## src/rtl/outbox_uart_tx.sv

```systemverilog
// Drains the CPU OUTBOX FIFO onto an 8N1 UART line, either as raw bytes or
// as an ASCII hex line ("HH\r\n") per popped word.
module outbox_uart_tx #(
    parameter int unsigned BAUD_DIV = 104,
    parameter int unsigned HEX_MODE = 0
) (
    input  logic       clk,
    input  logic       i_rst,
    input  logic       empty,
    input  logic [7:0] data,
    output logic       rd,
    output logic       tx,
    output logic       busy
);

    typedef enum logic [1:0] {
        IDLE,
        START,
        DATA,
        STOP
    } state_t;

    localparam logic [15:0] LAST_CNT = 16'(BAUD_DIV - 1);

    state_t      state_q;
    state_t      state_d;
    logic [15:0] cnt_q;
    logic [2:0]  bit_q;
    logic [1:0]  chr_q;
    logic [7:0]  hold_q;
    logic        rd_q;
    logic        tick;
    logic        last_chr;
    logic        capture;
    logic [7:0]  cur_char;

    function automatic logic [7:0] hex_ascii(input logic [3:0] nib);
        logic [7:0] wide;
        wide = {4'h0, nib};
        return (nib < 4'd10) ? (8'h30 + wide) : (8'h37 + wide);
    endfunction

    assign tick     = (cnt_q == LAST_CNT);
    assign last_chr = (HEX_MODE == 0) || (chr_q == 2'd3);
    assign capture  = (state_q == IDLE) && !empty;

    // State register
    always_ff @(posedge clk or negedge i_rst) begin
        if (!i_rst) begin
            state_q <= IDLE;
        end else begin
            state_q <= state_d;
        end
    end

    // Next-state logic; STOP chains straight into START inside a hex line
    always_comb begin
        state_d = state_q;
        unique case (state_q)
            IDLE:  if (!empty) state_d = START;
            START: if (tick) state_d = DATA;
            DATA:  if (tick && (bit_q == 3'd7)) state_d = STOP;
            STOP:  if (tick) state_d = last_chr ? IDLE : START;
            default: state_d = IDLE;
        endcase
    end

    // Bit timer, bit index, character index, holding register and pop strobe
    always_ff @(posedge clk or negedge i_rst) begin
        if (!i_rst) begin
            cnt_q  <= '0;
            bit_q  <= '0;
            chr_q  <= '0;
            hold_q <= '0;
            rd_q   <= 1'b0;
        end else begin
            rd_q <= capture;
            if (capture) begin
                hold_q <= data;
            end

            if ((state_q == IDLE) || tick) begin
                cnt_q <= '0;
            end else begin
                cnt_q <= cnt_q + 16'd1;
            end

            if (state_q != DATA) begin
                bit_q <= '0;
            end else if (tick) begin
                bit_q <= bit_q + 3'd1;
            end

            if (state_q == IDLE) begin
                chr_q <= '0;
            end else if ((state_q == STOP) && tick && (HEX_MODE != 0)) begin
                chr_q <= chr_q + 2'd1;
            end
        end
    end

    // Character currently on the wire
    always_comb begin
        cur_char = hold_q;
        if (HEX_MODE != 0) begin
            unique case (chr_q)
                2'd0: cur_char = hex_ascii(hold_q[7:4]);
                2'd1: cur_char = hex_ascii(hold_q[3:0]);
                2'd2: cur_char = 8'h0D;
                2'd3: cur_char = 8'h0A;
                default: cur_char = hold_q;
            endcase
        end
    end

    // Output decode
    always_comb begin
        tx   = 1'b1;
        busy = (state_q != IDLE);
        rd   = rd_q;
        unique case (state_q)
            IDLE:  tx = 1'b1;
            START: tx = 1'b0;
            DATA:  tx = cur_char[bit_q];
            STOP:  tx = 1'b1;
            default: tx = 1'b1;
        endcase
    end

endmodule

```

## config.mk

```make
export PLATFORM = sky130hd
export DESIGN_NAME = outbox_uart_tx
export DESIGN_NICKNAME = d
export VERILOG_FILES = /design/src/rtl/outbox_uart_tx.sv
export SDC_FILE = /design/constraint.sdc
export NUM_CORES = 1
export LEC_CHECK = 0
export ABC_AREA = 1
export BUFFER_PORTS_ARGS = -buffer_cell sky130_fd_sc_hd__buf_2
export CAP_MARGIN = 0
export CORE_MARGIN = 10
export CORE_UTILIZATION = 34
export CTS_CLUSTER_DIAMETER = 100
export DETAILED_ROUTE_END_ITERATION = 7
export PLACE_DENSITY = 0.62
export REMOVE_ABC_BUFFERS = 1
export SLEW_MARGIN = 25
export SYNTH_ARGS = -nofsm -noshare
export SYNTH_HDL_FRONTEND = slang
export SYNTH_SLANG_ARGS = --single-unit
```

## constraint.sdc

```tcl
create_clock -name clk -period 1.5 [get_ports clk]
set_clock_uncertainty 0.2 [all_clocks]
set_input_delay 0.3 -clock clk [delete_from_list [all_inputs] [get_ports clk]]
set_output_delay 0.3 -clock clk [all_outputs]
set_load 0.03 [all_outputs]
```

==> After elaboration in Yosys (flattened, before gate mapping) <==
Index checks and enable logic that the tools add are counted.
{ "op_classes": {"n_addsub": 2, "n_eq_ne": 10, "n_reduce_logical": 9, "n_mux": 11, "order_cmp": 1} }
{ "ops": {"columns": ["cell", "count"], "rows": [
  ["adder 16 x 1 -> 16 bit, second input constant", 1],
  ["equality test 16 x 7 -> 1 bit, second input constant", 1],
  ["two-way mux 16 bit", 1],
  ["!= test 2 bit, second input constant", 5],
  ["two-way mux 2 bit", 4],
  ["case mux 2 bit (4 select lines)", 1],
  ["two-way mux 3 bit", 2],
  ["equality test 2 bit, second input constant", 2],
  ["less-than comparator 3 x 4 -> 1 bit, second input constant", 1],
  ["AND reduction 4 bit", 1],
  ["nonzero test 2 bit", 2],
  ["adder 3 x 1 -> 3 bit, second input constant", 1],
  ["binary-select mux 1 bit (select 3 bit)", 1],
  ["equality test 3 bit, second input constant", 1],
  ["case mux 1 bit (3 select lines)", 1],
  ["equality test 2 x 1 -> 1 bit, second input constant", 1],
  ["logical AND 1 bit", 2],
  ["zero test 2 bit", 1],
  ["OR reduction 2 bit", 1],
  ["zero test 1 bit", 1],
  ["logical OR 1 bit", 1],
  ["two-way mux 1 bit", 1]
]} }
{ "word_totals": {"output_inout_bits": 3, "reg_bits": 30} }

==> Longest topological paths before layout <==
{ "logic_depth": {"ltp_word": 4, "mapped_depth": 10} }

==> Least setup slack after synthesis <==
OpenSTA, ideal clock, no wires.
{ "synth_path": {"path_kind": "reg2out", "startpoint": "reg bit_q[0]", "endpoint": "out tx", "arrival_time_ns": 1.391, "required_ns": 1.000, "slack_ns": -0.391, "path_stages_with_launch": 8, "path_buffers": 1, "path_cell_list": "dfrtp_1 -> clkbuf_1 -> nor2_1 -> nor2_1 -> nand2_1 -> nand3_1 -> nand3_1 -> a21oi_1"} }
{ "synth_via": {"elab_chain_len": 3} }
{ "synth_rtl": {"columns": ["element", "line_no", "text"], "rows": [
  ["start, declared", "28", "logic [2:0] bit_q;"],
  ["start signal, assigned", "91", "bit_q <= bit_q + 3'd1;"],
  ["binary-select mux 1 bit (select 3 bit)", "124", "DATA: tx = cur_char[bit_q];"],
  ["two-way mux 1 bit (implied by the code)", "124", null],
  ["case mux 1 bit (3 select lines)", "121", "unique case (state_q)"],
  ["end, declared", "12", "output logic tx,"]
]} }
Every way passes these cells. The select of a mux whose other input is x is not followed.

==> Worst setup path in the final report <==
Same ends and word-level chain as after synthesis.

==> results.toml <==
[global_routing]
grt_use_met2_pct = 17.0
grt_pass1_vias = 1564
grtUsageMet1_pct = 11.1
grt.overflow.total = 0
grt.busiest_layer = "met2"
grt_max_degree = 31
antenna_found_initial = 0
track_usage_pct = 10.0
grt_pass1_wl_mm = 6.91
met3_usage_pct = 3.57

[clock_network]
worstSkewPairLatency_ns = 0.29
cts-root-buf = "clkbuf_8"
tritoncts = "yes"
htreeDepth = 2
clkTransAtPathRegs_ns = 0.07
tritoncts.num_buffers = 5
cts.sinks = 30
clockBufferDepth = 2

[critical_path]
critPathBufInv = 2
crit_fanout = 6
slowest_stage = "dfrtp_2"
start_kind = "flop"
required_ns = 1.00
endpoint_kind = "output pin"
critPathTopFamily = "flip-flops"
crit_arrival_ns = 1.50
path_cells = "buf_6 -> nor2_1 -> nor2_1 -> nand2_1 -> nand3_2 -> nand3_2 -> a21oi_2 -> buf_6"
crit_type = "reg2out"
max_stage_delay_ns = 0.42

[power]
power.clock.fraction_pct = 24.8
leakage_nw = 1.20
p_per_area_mw_per_mm2 = 1590
switching_power_mw = 1.59
switching_share_pct = 38.0
pwr-share-seq_pct = 28.1
peakVddDrop_v = 0.000998
p_total_mw = 4.19
p_comb_share_pct = 47.1
p_int_mw = 2.60

[timing]
worst_slack_ns = -0.498
slew_headroom_pct = 71.6
fin_crit_ns = 2.00
fmax_mhz = 500
finalHoldViolations = 0
period_share_pct = 133
worstMarginPinSlew_ns = 0.421
setup_viol = 28
finalMaxSlewViolations = 0
rsz0062_at_grt = "yes"

[synth]
syn_area_per_cell_um2 = 8.07
netlist_instances = 208
synth_top_family_by_area = "simple AND/OR/NAND/NOR gates"
synthSimpleGateAreaFrac_pct = 33.8
synth_seq_cells = 30
synthXorXnorAreaFrac_pct = 2.61
synth.distinct_cells = 27
syn_area_mm2 = 0.00168
synth_fa_ha_area_share_pct = 5.22
ys_seq_area_share_pct = 44.7
yosys_warnings = 0
synthMuxAreaShare_pct = 0
synth-compound-area-share_pct = 6.11

[floorplan]
dieWidth_um = 90.3
core_area_mm2 = 0.00475
start_util_pct = 35.3
die_h_um = 90.3
die-area_mm2 = 0.00815
io_pins = 14
rows = 25

[place]
numPortBuffers = 13
dp_worst_setup_slack_ns = -0.174
dpl.hpwl_mm = 2.57
gp_congestion = 0.868

[layout]
n_antenna_cell = 0
area_growth_pct = 57.1
fin_nets = 281
drive_gt1_share_pct = 50.4

[routing]
drcViolationCount = 0
dr.pass1.iters = 4
wl_per_cell_um = 13.6
routed_wl_mm = 4.50
vias = 1566
ant_nets = 0
post_drt_via_cell_ratio = 4.73
drt_iter0_markers = 82

[status]
status = "finished, violations left"
violations = "negative setup slack"

[worst_hold_path]
hold_class = "in2reg"

[run]
drv_cap = 0
-- layout by cell type, fill, tap and decap left out, types with 4 or more instances in the layout --
cell and count:
buf_2 11, buf_4 24, buf_6 12, clkbuf_8 6
dfrtp_1 28, ha_1 5, inv_1 20, inv_2 4
nand2_1 32, nand2_2 10, nand2_4 7, nand3_1 7
nand3_2 7, nand4_1 6, nor2_1 15, nor2_2 6
nor2_4 12, nor3_2 4, o21ai_1 4
-- path summary, 6_finish.rpt --
check / from / end / slack (ns) / cells after the start
setup / recovery: bit_q[0] / tx / -0.50 / 8
hold / removal: data[6] / cur_char[6] / 0.01 / 3
setup reg to reg: bit_q[0] / state_q[1] / -0.18 / 8
hold reg to reg: cur_char[0] / cur_char[0] / 0.28 / 2
max in group asynchronous: i_rst / cnt_q[11] / 0.44 / 3
min in group asynchronous: i_rst / cnt_q[9] / 0.35 / 3
-- synth_stat cells --
library cell	instances	area, um2
ha_1	7	87.6
nor4_1	2	12.5
inv_2	2	7.51
nand2_1	43	161
nor2_2	3	18.8
nor2_4	3	33.8
clkbuf_1	1	3.75
nand3b_1	1	7.51
clkinv_2	1	5.00
o211ai_1	2	15.0
nand2_2	5	31.3
a21oi_1	5	25.0
buf_2	1	5.00
nand4_1	6	37.5
nand2_4	3	33.8
or2_2	2	12.5
a31oi_1	1	6.26
buf_6	1	11.3
o21ai_0	8	40.0
nor2_1	27	101
a21oi_4	1	16.3
nand3_1	15	75.1
nor3b_1	1	7.51
inv_1	25	93.8
xor2_1	5	43.8
dfrtp_1	30	751
nor3_1	7	35.0
-- worst register-to-register path, stage by stage, from the launching register on --
cell	delay [ns]
dfrtp_2	0.44
buf_6	0.14
buf_4	0.13
ha_1	0.19
ha_1	0.21
nand3_2	0.09
nand2_4	0.06
nand3_1	0.08
nand2_1	0.05
-- cell type report --
class / instances / area [um2]
sequential: 30 / 753
fill: 415 / 2120
clock buffer: 6 / 82.6
multi-input combinational: 148 / 1130
timing repair buffer: 50 / 410
clock inverter: 2 / 60.1
inverter: 28 / 114
tap: 67 / 83.8
-- per-layer routing --
| layer | vias to the layer above | part of all wire [%] |
|---|---|---|
| li1 | 770 | - |
| met1 | 749 | 42 |
| met2 | 40 | 51 |
| met3 | 7 | 5.2 |
| met4 | 0 | 1.0 |
| met5 | - | 0 |
-- sequential cells by signal, summed over array words and instances (netlist names) --
| register | cells |
|---|---|
| rd | 1 |
| cnt_q | 16 |
| cur_char | 8 |
| state_q | 2 |
| bit_q | 3 |
-- power groups by stage --
stage	logic, mW	registers [mW]	clock network, mW
final	1.97	1.18	1.04
after global routing	2.17	1.21	1.09
after floorplan	0.781	1.14	0
after global placement	1.15	1.15	0
after detailed placement	1.17	1.15	0
after CTS	1.52	1.14	1.06
-- cell families after synthesis --
kind of cell | Yosys count
fa+ha+maj | 7
xor+xnor | 5
simple gates | 118
flops | 30
compound gates | 17
buf+inv | 31
-- through the flow --
stage	hold slack [ns]	area (um2)	setup TNS, ns	std cells	utilization [%]
2_1_floorplan	-0.196	1660	-3.14	205	-
3_3_place_gp	0.133	1960	-1.27	305	41.2
3_5_place_dp	0.135	1960	-1.83	305	41.2
4_1_cts	0.00181	2270	-1.81	321	47.8
5_1_grt	0.00942	2640	-5.62	331	55.5
6_report	0.0100	2640	-3.42	331	55.5
-- timing repair --
item,4_1_cts,5_1_grt
gates resized for setup,31,79
hold buffers,1,0
setup buffers,5,10
pin swaps,2,24
endpoints found under the setup margin,31,31
hold endpoints to repair,30,0
gates cloned,2,0
Note: power is estimated with default switching activity, not from simulation.
